File: src/rtl/layer_mem_arbiter.sv
// layer_mem_arbiter
//   Shares the single layer-memory port between the convolution engine
//   (requester A) and the max-pool engine (requester B). Transactions are
//   serialised, all memory-side outputs are registered, and read data is
//   routed back to the requester that issued the read. A per-owner burst
//   limit keeps one engine from starving the other.
//
// Build option:
//   LAYER_MEM_ARB_RR_EN  defined   -> an IDLE tie goes to the requester
//                                     opposite last_served (round-robin)
//                        undefined -> an IDLE tie always goes to A
//
// Ports:
//   clk, reset (async, active-low)
//   req_x, we_x, sel_x[2:0], addr_x[AW-1:0], wdata_x[DW-1:0], lock_x  (x = a/b)
//   gnt_x                  requester owns the port; accept = req_x & gnt_x
//   rvalid_x, rdata_x      read return, two cycles after the accept
//   crd, cwr, csel, caddr_rd, caddr_wr, cdata_wr   registered memory pins
//   cdata_rd               memory read data, valid the cycle after crd
module layer_mem_arbiter #(
    parameter int AW        = 12,
    parameter int DW        = 20,
    parameter int MAX_BURST = 8
) (
    input  logic          clk,
    input  logic          reset,
    input  logic          req_a,
    input  logic          req_b,
    input  logic          we_a,
    input  logic          we_b,
    input  logic [2:0]    sel_a,
    input  logic [2:0]    sel_b,
    input  logic [AW-1:0] addr_a,
    input  logic [AW-1:0] addr_b,
    input  logic [DW-1:0] wdata_a,
    input  logic [DW-1:0] wdata_b,
    input  logic          lock_a,
    input  logic          lock_b,
    output logic          gnt_a,
    output logic          gnt_b,
    output logic          rvalid_a,
    output logic          rvalid_b,
    output logic [DW-1:0] rdata_a,
    output logic [DW-1:0] rdata_b,
    output logic          crd,
    output logic          cwr,
    output logic [2:0]    csel,
    output logic [AW-1:0] caddr_rd,
    output logic [AW-1:0] caddr_wr,
    output logic [DW-1:0] cdata_wr,
    input  logic [DW-1:0] cdata_rd
);

    typedef enum logic [1:0] {IDLE, OWN_A, OWN_B} state_t;

    // burst_cnt stops at this value; reaching it arms the handover
    localparam logic [7:0] BURST_LAST = 8'(MAX_BURST - 1);

    state_t        state_reg;
    logic          last_served_reg;   // 0 = A, 1 = B
    logic [7:0]    burst_cnt_reg;
    logic          tag1_valid_reg;
    logic          tag1_owner_reg;    // 0 = A, 1 = B
    logic          tag2_valid_reg;
    logic          tag2_owner_reg;

    logic          accept_a;
    logic          accept_b;
    logic          accept;
    logic          acc_we;
    logic [2:0]    acc_sel;
    logic [AW-1:0] acc_addr;
    logic [DW-1:0] acc_wdata;
    logic          tie_to_a;

    assign gnt_a    = (state_reg == OWN_A);
    assign gnt_b    = (state_reg == OWN_B);
    assign accept_a = req_a & gnt_a;
    assign accept_b = req_b & gnt_b;
    assign accept   = accept_a | accept_b;

    // Only one requester can own the port, so a simple mux on accept_b suffices
    assign acc_we    = accept_b ? we_b    : we_a;
    assign acc_sel   = accept_b ? sel_b   : sel_a;
    assign acc_addr  = accept_b ? addr_b  : addr_a;
    assign acc_wdata = accept_b ? wdata_b : wdata_a;

`ifdef LAYER_MEM_ARB_RR_EN
    // B served last -> A wins the tie, and vice versa
    assign tie_to_a = last_served_reg;
`else
    assign tie_to_a = 1'b1;
`endif

    always_ff @(posedge clk or negedge reset) begin
        if (!reset) begin
            state_reg       <= IDLE;
            last_served_reg <= 1'b1;
            burst_cnt_reg   <= '0;
            tag1_valid_reg  <= 1'b0;
            tag1_owner_reg  <= 1'b0;
            tag2_valid_reg  <= 1'b0;
            tag2_owner_reg  <= 1'b0;
            crd             <= 1'b0;
            cwr             <= 1'b0;
            csel            <= '0;
            caddr_rd        <= '0;
            caddr_wr        <= '0;
            cdata_wr        <= '0;
        end else begin
            case (state_reg)
                IDLE: begin
                    burst_cnt_reg <= '0;
                    if (req_a && req_b) begin
                        state_reg <= tie_to_a ? OWN_A : OWN_B;
                    end else if (req_a) begin
                        state_reg <= OWN_A;
                    end else if (req_b) begin
                        state_reg <= OWN_B;
                    end
                end
                OWN_A: begin
                    if (!req_a) begin
                        state_reg     <= req_b ? OWN_B : IDLE;
                        burst_cnt_reg <= '0;
                    end else if (burst_cnt_reg == BURST_LAST && !lock_a && req_b) begin
                        // this accept completes, B owns the very next cycle
                        state_reg     <= OWN_B;
                        burst_cnt_reg <= '0;
                    end else if (burst_cnt_reg != BURST_LAST) begin
                        burst_cnt_reg <= burst_cnt_reg + 8'd1;
                    end
                end
                OWN_B: begin
                    if (!req_b) begin
                        state_reg     <= req_a ? OWN_A : IDLE;
                        burst_cnt_reg <= '0;
                    end else if (burst_cnt_reg == BURST_LAST && !lock_b && req_a) begin
                        state_reg     <= OWN_A;
                        burst_cnt_reg <= '0;
                    end else if (burst_cnt_reg != BURST_LAST) begin
                        burst_cnt_reg <= burst_cnt_reg + 8'd1;
                    end
                end
                default: begin
                    state_reg     <= IDLE;
                    burst_cnt_reg <= '0;
                end
            endcase

            if (accept) begin
                last_served_reg <= accept_b;
                csel            <= acc_sel;
                if (acc_we) begin
                    cwr      <= 1'b1;
                    crd      <= 1'b0;
                    caddr_wr <= acc_addr;
                    cdata_wr <= acc_wdata;
                end else begin
                    crd      <= 1'b1;
                    cwr      <= 1'b0;
                    caddr_rd <= acc_addr;
                end
            end else begin
                crd <= 1'b0;
                cwr <= 1'b0;
            end

            // stage 1 lines up with crd, stage 2 with the returning cdata_rd
            tag1_valid_reg <= accept & ~acc_we;
            tag1_owner_reg <= accept_b;
            tag2_valid_reg <= tag1_valid_reg;
            tag2_owner_reg <= tag1_owner_reg;
        end
    end

    // Read return routing: index 0 = A, index 1 = B
    logic [1:0]    rvalid_vec;
    logic [DW-1:0] rdata_vec [2];

    for (genvar gi = 0; gi < 2; gi++) begin : g_route
        assign rvalid_vec[gi] = tag2_valid_reg && (tag2_owner_reg == 1'(gi));
        assign rdata_vec[gi]  = rvalid_vec[gi] ? cdata_rd : '0;
    end

    assign rvalid_a = rvalid_vec[0];
    assign rvalid_b = rvalid_vec[1];
    assign rdata_a  = rdata_vec[0];
    assign rdata_b  = rdata_vec[1];

endmodule
File: config.mk
export PLATFORM = sky130hd
export DESIGN_NAME = layer_mem_arbiter
export DESIGN_NICKNAME = d
export VERILOG_FILES = /design/src/rtl/layer_mem_arbiter.sv
export SDC_FILE = /design/constraint.sdc
export NUM_CORES = 1
export LEC_CHECK = 0
export ABC_AREA = 1
export CAP_MARGIN = 30
export CORE_ASPECT_RATIO = 2
export CORE_MARGIN = 5
export CORE_UTILIZATION = 43
export CTS_BUF_LIST = sky130_fd_sc_hd__clkbuf_2
export CTS_CLUSTER_SIZE = 30
export DETAILED_ROUTE_END_ITERATION = 10
export PLACE_DENSITY = 0.89
export SLEW_MARGIN = 20
export SYNTH_ARGS = -nofsm -noshare
export SYNTH_HDL_FRONTEND = slang
export SYNTH_SLANG_ARGS = --single-unit
export TNS_END_PERCENT = 10
File: constraint.sdc
create_clock -name clk -period 3.6 [get_ports clk]
set_input_delay 0.36 -clock clk [delete_from_list [all_inputs] [get_ports clk]]
set_output_delay 0.36 -clock clk [all_outputs]
set_load 0.05 [all_outputs]
## Word level (Yosys, flattened, before mapping)

Cells that the tools add are included.

| operators by class | value |
|---|---|
| $add $sub $neg | 1 |
| equal/unequal tests | 7 |
| multiplexer cells | 26 |
| bitwise logic cells | 6 |
| reduce and logical (&&, ||, !) cells | 13 |

Operators by type and width:

| kind | count |
|---|---|
| $mux 20 | 3 |
| $mux 8 | 5 |
| $mux 2 | 8 |
| $pmux 8 s2 | 1 |
| $mux 12 | 1 |
| $add 8x1->8 const B | 1 |
| $eq 8x3->1 const B | 1 |
| $ne 8x3->1 const B | 1 |
| $logic_and 1x1->1 | 7 |
| $mux 1 | 6 |
| $ne 3x2->1 const B | 2 |
| $pmux 2 s3 | 1 |
| $ne 4x4->1 const B | 1 |
| $reduce_and 2->1 | 2 |
| $and 1x1->1 | 3 |
| $mux 3 | 1 |
| $reduce_and 3->1 | 1 |
| $eq 2x1->1 const B | 1 |
| $eq 2x2->1 const B | 1 |
| $logic_not 1->1 | 2 |
| $logic_not 2->1 | 1 |
| $not 1->1 | 2 |
| $or 1x1->1 | 1 |

| word-level totals | value |
|---|---|
| bits in registers | 63 |

## Logic depth before layout (Yosys ltp)

Gate-level depths: netlist of the first run.

| logic depth | value |
|---|---|
| depth in word-level cells | 6 |
| gate-level depth with buffers | 10 |

## Worst setup path after synthesis of the first run

Ideal clock, no wire load.

| timing | value |
|---|---|
| path type | reg2out |
| start | reg tag2_owner_reg |
| end | out rdata_a[0] |
| data arrival time | 2.064 ns |
| setup slack | 1.176 ns |
| stages on the path, launching flop included | 5 |
| cells stage by stage | dfrtp_1 > nor2_1 > inv_1 > clkbuf_1 > nor2_1 |

| on the way | value |
|---|---|
| word-level cells in the longest chain between the ends | 3 |

RTL lines:

| what | line | RTL |
|---|---|---|
| from (decl) | 65 | `logic tag2_owner_reg;` |
| from (signal assigned) | 173 | `tag2_owner_reg <= tag1_owner_reg;` |
| $not 1->1 | 182 | `assign rvalid_vec[gi] = tag2_valid_reg && (tag2_owner_reg == 1'(gi));` |
| $logic_and 1x1->1 | 182 |  |
| named net rvalid_a | 41 | `output logic rvalid_a,` |
| $mux 20 | 183 | `assign rdata_vec[gi] = rvalid_vec[gi] ? cdata_rd : '0;` |
| to (decl) | 43 | `output logic [DW-1:0] rdata_a,` |

The timed path passes the listed nets, and every way through them passes these cells.

## Worst setup path after layout of the first run

| timing | value |
|---|---|
| start | reg tag2_owner_reg |
| end | out rdata_b[2] |

| on the way | value |
|---|---|
| word-level cells in the longest chain between the ends | 2 |

RTL lines:

| what | line | RTL |
|---|---|---|
| $logic_and 1x1->1 | 182 |  |
| $mux 20 | 183 |  |
| to (decl) | 44 | `output logic [DW-1:0] rdata_b,` |

No other way between the ends.

==> results of run 1 <==
## stage by stage
step / hold slack, ns / utilization, % / instance area (um^2)
2_1_floorplan: 0.06441 / - / 3396
3_3_place_gp: 0.3435 / 67.81 / 5308
3_5_place_dp: 0.3426 / 68.06 / 5328
4_1_cts: 0.3272 / 69.53 / 5443
5_1_grt: 0.3680 / 69.53 / 5443
6_report: 0.3712 / 69.53 / 5443
## cell usage after synthesis
cell	n	area share (%)
sky130_fd_sc_hd__a21oi_1	2	0.29
sky130_fd_sc_hd__a21oi_2	1	0.26
sky130_fd_sc_hd__and2_1	1	0.18
sky130_fd_sc_hd__buf_2	6	0.88
sky130_fd_sc_hd__buf_4	3	0.66
sky130_fd_sc_hd__buf_6	6	2.0
sky130_fd_sc_hd__clkbuf_1	6	0.66
sky130_fd_sc_hd__dfrtp_1	62	46
sky130_fd_sc_hd__ha_1	5	1.8
sky130_fd_sc_hd__inv_1	84	9.3
sky130_fd_sc_hd__inv_2	1	0.11
sky130_fd_sc_hd__nand2_1	169	19
sky130_fd_sc_hd__nand2_2	1	0.18
sky130_fd_sc_hd__nand3_1	12	1.8
sky130_fd_sc_hd__nand4_1	2	0.37
sky130_fd_sc_hd__nor2_1	59	6.5
sky130_fd_sc_hd__nor3_1	1	0.15
sky130_fd_sc_hd__o21ai_0	20	2.9
sky130_fd_sc_hd__o21ai_1	20	2.9
sky130_fd_sc_hd__o21ai_2	13	3.4
sky130_fd_sc_hd__or2_2	1	0.18
sky130_fd_sc_hd__xnor2_1	1	0.26
sky130_fd_sc_hd__xor2_1	3	0.77
## worst paths after layout
path / endpoint / cells after the start / startpoint / slack (ns)
worst max-delay path: rdata_b[2] / 3 / tag2_owner_reg$_DFF_PN0_ / 0.90
worst min-delay path: caddr_wr[9]$_DFFE_PN0P_ / 2 / reset / 0.37
worst max register to register: cdata_wr[15]$_DFFE_PN0P_ / 9 / state_reg[0]$_DFFE_PN0P_ / 1.10
worst min register to register: tag2_owner_reg$_DFF_PN0_ / 0 / tag1_owner_reg$_DFF_PN0_ / 0.38
max in group asynchronous: caddr_rd[6]$_DFFE_PN0P_ / 3 / reset / 2.60
min in group clk: tag2_owner_reg$_DFF_PN0_ / 0 / tag1_owner_reg$_DFF_PN0_ / 0.38
## what timing repair did
item / 4_1_cts / 5_1_grt
hold endpoints to repair: 20 / 0
endpoints found under the setup margin: 0 / 0
hold buffers: 1 / 0
## per-layer routing
| layer | global-route usage [%] | vias to the layer above |
|---|---|---|
| met5 | 0 | - |
| met4 | 8.316 | 0 |
| met3 | 6.612 | 19 |
| met2 | 33.25 | 176 |
| met1 | 24.93 | 1557 |
| li1 | - | 1794 |
## cells in the final DEF, fill, tap and decap left out
| cell | n |
|---|---|
| sky130_fd_sc_hd__bufinv_16 | 1 |
| sky130_fd_sc_hd__buf_12 | 1 |
| sky130_fd_sc_hd__a21oi_1 | 2 |
| sky130_fd_sc_hd__ha_1 | 5 |
| sky130_fd_sc_hd__xor2_1 | 3 |
| sky130_fd_sc_hd__inv_1 | 84 |
| sky130_fd_sc_hd__buf_4 | 4 |
| sky130_fd_sc_hd__a21oi_4 | 1 |
| sky130_fd_sc_hd__clkinvlp_4 | 1 |
| sky130_fd_sc_hd__clkbuf_2 | 11 |
| sky130_fd_sc_hd__o21ai_1 | 20 |
| sky130_fd_sc_hd__nand4_1 | 2 |
| sky130_fd_sc_hd__nor2_1 | 59 |
| sky130_fd_sc_hd__clkinv_1 | 2 |
| sky130_fd_sc_hd__xnor2_1 | 1 |
| sky130_fd_sc_hd__or2_2 | 1 |
| sky130_fd_sc_hd__nor3_1 | 1 |
| sky130_fd_sc_hd__nand3_1 | 12 |
| sky130_fd_sc_hd__and2_1 | 1 |
| sky130_fd_sc_hd__dfrtp_1 | 62 |
| sky130_fd_sc_hd__inv_2 | 1 |
| sky130_fd_sc_hd__nand2_1 | 169 |
| sky130_fd_sc_hd__nand2_2 | 1 |
| sky130_fd_sc_hd__clkinv_2 | 1 |
| sky130_fd_sc_hd__o21ai_0 | 20 |
| sky130_fd_sc_hd__clkdlybuf4s50_1 | 189 |
| sky130_fd_sc_hd__buf_2 | 1 |
| sky130_fd_sc_hd__dlygate4sd3_1 | 1 |
| sky130_fd_sc_hd__o21ai_2 | 13 |
## kinds of logic after synthesis
logic type	after synthesis	share of synthesized area, %
AOI/OAI and AO/OA	56	9.801
xor gates and xnor gates	4	1.032
adders and majority gates	5	1.842
buffers and inverters	106	13.60
DFF	62	45.69
and+or+nand+nor	246	28.04
## power groups by stage
stage / sequential (mW) / combinational [mW] / clock (mW)
floorplan: 2.05 / 0.844 / 0
global placement: 1.15 / 2.60 / 0
detailed placement: 1.16 / 2.65 / 0
CTS: 1.15 / 2.65 / 0.415
global route: 1.18 / 2.80 / 0.445
finish: 1.14 / 2.63 / 0.404
## final cells by class
class                      count  area (um^2)
clock buffer                  11        55.05
clock inverter                 5        50.05
fill                         635         2385
inverter                      85        319.1
multi-input combinational    311         1390
sequential                    62         1551
tap                           96        120.1
timing repair buffer         196         1957
==> results.md, run 1 <==
* CTS tree: done
* Buffering stage count on the worst path with inverters included at 1
* Synthesis-to-finish area growth at 60.28%
* Worst clock skew at 0.01478 ns
* Share of the cycle needed by the critical path after routing at 75.11%
* Max VDD drop at 0.4300 mV
* Leakage component of the power at 2.657 nW
* Post-Syn Nets at 582
* Gate count of the mapped netlist at 479
* Antenna violations before repair at 0
* Clock tree buffer depth at 2
* Number of buffers created by CTS at 9
* GRT Resource Usage Total at 20.56%
* Biggest register: cdata_wr
* 1st-pass router iterations at 4
* Switching power of the nets at between 2 and 2.5 mW
* Type of destination of the critical path: output pin
* Number of storage elements in the synthesis netlist at 62
* Resized cells post-CTS at 0
* Wire length of the first global-routing pass at between 15000 and 20000 um
* Endpoint arrival time on the critical path at 2.34 ns
* Final HPWL from detailed placement at 8175 um
* Average via count per standard cell at ~4.6
* Slack of the critical path at 0.8962 ns
* Post-route setup TNS at 0 ns
* Clk pwr share at 9.7%
* Min-delay worst type: primary input to async pin
* Final weighted congestion of routability-driven global placement at 0.7985
* DR iter-0 viols at 152
* Final routed DRC violation total at 0
* Worst path top cell family by delay: buffers and inverters
* Fraction of layout instances using a drive strength above 1 at 5.522%
* Vias in the first global route at 3465
* Grt ovf at 0
* Max FFs per register at 20
* Max cap viols at 0
* Port Buf Inserts at 190
* Finished Layout Cells at 766
* Total setup buffers inserted after CTS at 0
* Floorplan Core Area at 7828 um^2
* Met2 routed wirelength at roughly 4700 um
* Final hold violation count at 0
* RSZ-0062 raised after global routing: false
* Worst max-slew margin expressed relative to the limit at 54.49%
* Overall routed net length at 10100 um
* Post-detailed-route wirelength per cell at 13.18 um
* Chip Height at about 140 um
* Synthesized area at 3396 um^2
* Cell internal pwr at 2.005 mW
* Worst Max-Slew Pin Slew at 0.6810 ns
* Number of diodes at 0
* Total clock sinks at 62
* Die Span X at around 73 um
* Finish-stage setup viols at 0
* Final #Nets at ~770
* Total Power Consumption at 4.175 mW
* Metal3 WL at between 1000 and 1500 um
* Worst skew pair latency at 0.48 ns
* Post-Place Cells at 749
* Critical path type: register to output pin
* Cell with the biggest individual delay on the critical path: sky130_fd_sc_hd__clkdlybuf4s50_1
* Cells along the critical path: nand2_1, nor2_1, clkdlybuf4s50_1
* Library cells used by synthesis at 23
* H-tree depth at 3
* Met1 WL at 4107 um
* Maximum single-stage delay on the critical path at approximately 0.85 ns
* Registers with the most flip-flops: cdata_wr: 20 flops, caddr_rd: 12 flops, caddr_wr: 12 flops
* Uppermost layer routed: met4
* Initial Utilization at a little over two fifths
* Antenna Violating Nets Remaining at 0
* Clock period minus worst slack at 2.704 ns
* Max-slew violation total from the final report at 0
* Power density of the placed cells at ~770 nW/um^2
* Worst slack at placement at 0.9349 ns
* Switching share of total power at 51.97%
* Result of the run: complete, no violations
* Average instance area after synthesis at 7.089 um^2
* Num rows at 46
* Top-level I/O count at 191
* Overall via count from detail_route at ~3.5k
* Number of warning messages in the yosys log at 0
* Power share of the combinational group at 62.9%
* Post-synthesis sequential area ratio at 45.69%
* Critical path fanouts, max at 21
* Kind of start point of the critical path: register
* FMAX at 0.3699 GHz
* DIE AREA at 9882 um^2
* Largest net degree at the start of global routing at 38
* Clock Pin Slew Worst Setup and Hold Paths at around 0.17 ns
* WP data required at 3.24 ns
* Proportion of power drawn by flip-flops and latches at 27.4%
* Clock tree root driver cell: sky130_fd_sc_hd__clkbuf_2
Note: power is estimated with default switching activity, not from simulation.
==> run 2: changes to the inputs <==
CORE_UTILIZATION = 36   (was 43)
PLACE_DENSITY = 0.79   (was 0.89)
clock period = 2.2 ns   (was 3.6 ns; I/O delays follow)
==> run 2 against run 1 <==
Effect of this change: register-to-register slack got worse by 0.80 ns; setup slack got worse by 0.76 ns; first-iteration DRC count rose by 14%; critical path type unchanged.
==> results.md, run 2 (synthesis gave the netlist of run 1 again) <==
* Reg-to-reg setup timing slack at 0.30 ns (was 1.10 ns)
* 1st-pass router iterations at 4 (unchanged)
* Antenna violations before repair at 1 (was 0)
* Min-delay worst type: primary input to async pin (unchanged)
* Fraction of layout instances using a drive strength above 1 at 12.61% (was 5.522%)
* Leakage component of the power at 2.755 nW (was 2.657 nW)
* Final #Nets at 772 (was 768)
* Registers with the most flip-flops: cdata_wr: 20 flops, caddr_rd: 12 flops, caddr_wr: 12 flops (unchanged)
* Final weighted congestion of routability-driven global placement at 0.8428 (was 0.7985)
* Cells along the critical path: nor2_2, clkdlybuf4s50_1 (was nand2_1, nor2_1, clkdlybuf4s50_1)
* Max-slew violation total from the final report at 0 (unchanged)
* Die Span X at 78.68 um (was 72.84 um)
* Port Buf Inserts at 190 (unchanged)
* Most common library cell in the layout ignoring fill and taps: sky130_fd_sc_hd__nand2_1 (was sky130_fd_sc_hd__clkdlybuf4s50_1)
* Worst Max-Slew Pin Slew at 0.5969 ns (was 0.6810 ns)
* Multi-input logic area at 1398 um^2 (was 1390 um^2)
* GRT Resource Usage Total at 20.17% (was 20.56%)
* Overall routed net length at 11370 um (was 10100 um)
* Critical path fanouts, max at 2 (was 21)
* Clock tree buffer depth at 2 (unchanged)
* Final HPWL from detailed placement at 9344 um (was 8175 um)
* Power density of the placed cells at 1270 nW/um^2 (was 767.1 nW/um^2)
* Grt ovf at 0 (unchanged)
* Finish-stage setup viols at 0 (unchanged)
* Result of the run: complete, no violations (unchanged)
* Area of all sequential standard cells at 1551 um^2 (unchanged)
* Kind of start point of the critical path: register (unchanged)
* Floorplan Core Area at 9321 um^2 (was 7828 um^2)
* Biggest register: cdata_wr (unchanged)
* Cell with the biggest individual delay on the critical path: sky130_fd_sc_hd__clkdlybuf4s50_1 (unchanged)
* Chip Height at 147.4 um (was 135.7 um)
* Largest net degree at the start of global routing at 39 (was 38)
* Top-level I/O count at 191 (unchanged)
* Overall via count from detail_route at 3604 (was 3546)
* Worst skew pair latency at 0.51 ns (was 0.48 ns)
* Num rows at 50 (was 46)
* Total setup buffers inserted after CTS at 0 (unchanged)
* Critical path type: register to output pin (unchanged)
* Worst max-slew margin expressed relative to the limit at 60.08% (was 54.49%)
* CTS tree: done (unchanged)
* RSZ-0062 raised after global routing: false (unchanged)
* Clock Pin Slew Worst Setup and Hold Paths at 0.20 ns (was 0.17 ns)
* Worst path top cell family by delay: buffers and inverters (unchanged)
* Max VDD drop at 0.6163 mV (was 0.4300 mV)
* Wire length of the first global-routing pass at 18160 um (was 15840 um)
* Type of destination of the critical path: output pin (unchanged)
* Buffering stage count on the worst path with inverters included at 1 (unchanged)
* DR iter-0 viols at 173 (was 152)
* Post-route setup TNS at 0 ns (unchanged)
* Worst clock skew at 0.02933 ns (was 0.01478 ns)
* FMAX at between 0.4 and 0.5 GHz
* DIE AREA at 11590 um^2 (was 9882 um^2)
* Source of the worst register-to-register timing path: state_reg[0]$_DFFE_PN0P_ (unchanged)
* Total Power Consumption at 6.849 mW (was 4.175 mW)
* Commonest cells after routing, fill and taps aside: sky130_fd_sc_hd__nand2_1 (169), sky130_fd_sc_hd__clkdlybuf4s50_1 (147), sky130_fd_sc_hd__inv_1 (84) (was sky130_fd_sc_hd__clkdlybuf4s50_1 (189), sky130_fd_sc_hd__nand2_1 (169), sky130_fd_sc_hd__inv_1 (84))
* Max cap viols at 0 (unchanged)
* Maximum single-stage delay on the critical path at 0.82 ns (was 0.85 ns)
* Average via count per standard cell at 4.626 (was 4.629)
* Max FFs per register at 20 (unchanged)
* H-tree depth at 3 (unchanged)
* Synthesis-to-finish area growth at 58.88% (was 60.28%)
* WP data required at 1.98 ns (was 3.24 ns)
* Post-detailed-route wirelength per cell at 14.60 um (was 13.18 um)
* Share of the cycle needed by the critical path after routing at 93.81%
* Number of buffers created by CTS at 9 (unchanged)
* Vias in the first global route at 3675 (was 3465)
* Total clock sinks at 62 (unchanged)
* Clock period minus worst slack at 2.064 ns
* Final routed DRC violation total at 0 (unchanged)
* Clock tree root driver cell: sky130_fd_sc_hd__clkbuf_2 (unchanged)
* Final core utilization at 57.88% (was 69.53%)
* Final hold violation count at 0 (unchanged)
* Endpoint arrival time on the critical path at 1.84 ns (was 2.34 ns)
* Launch point of the worst path: tag2_owner_reg$_DFF_PN0_ (unchanged)
* Fill cell count at 844 (was 635)
* Initial Utilization at 36.43% (was 43.38%)
* Antenna Violating Nets Remaining at 0 (unchanged)
==> run 2: changes by cell type in the layout (fill, tap and decap cells not counted), sizes merged <==
cell and change:
clkinvlp +3, clkinv -3, buf +44, clkbuf -1, diode +1, inv +3, bufinv -1, dlygate4sd2 +1
clkdlybuf4s50 -42
==> run 2: through the flow <==
stage	setup WS (ns)	instances	hold slack (ns)	instance area, um^2
after global placement	0.2883	761	0.2406	5283
after global routing	0.03348	779	0.2636	5395
after CTS	0.06038	778	0.2073	5391
after detailed placement	0.2106	761	0.2585	5283
after floorplan	0.1678	479	-0.07559	3398
final	0.1362	779	0.2383	5395
==> run 2: final timing paths <==
| path | depth (start not counted) | to |
|---|---|---|
| min in group clk | 3 | csel[1]$_DFFE_PN0P_ |
| hold reg to reg | 0 | tag2_owner_reg$_DFF_PN0_ |
| setup / recovery | 2 | rvalid_a |
| hold / removal | 2 | burst_cnt_reg[2]$_DFF_PN0_ |
| max in group asynchronous | 3 | caddr_rd[1]$_DFFE_PN0P_ |
| setup reg to reg | 8 | burst_cnt_reg[4]$_DFF_PN0_ |
==> run 2: cell type report <==
cell class	count	share of cell area, %
multi-input cells	311	25.90
clock buffers	9	0.8349
diodes	1	0.04638
clock inverters	7	1.044
flip-flops and latches	62	28.76
well taps	104	2.412
repair buffers	200	35.09
inverters	85	5.914
==> run 2: report_power, final <==
part	internal [mW]	total [mW]	switching, mW
clock network	0.158	0.623	0.465
logic	1.41	4.35	2.94
registers	1.60	1.87	0.269
==> run 2: layer usage <==
metal  share of wire [%]  global-route usage [%]  up-vias  wire length (um)
met5                   0                       0        -                 0
met4                 3.1                   8.932        0               352
met3                 7.0                   5.276       23               798
met2                  55                   37.35      136              6253
met1                  35                   20.65     1644              3968
li1                    -                       -     1801                 -
==> run 2: repair_timing <==
action / in CTS / in global routing
setup endpoints to repair: 2 / 5
cloned: 0 / 0
hold buffers: 1 / 0
pin swaps: 0 / 0
resized for setup: 2 / 3
endpoints found under the hold margin: 24 / 0
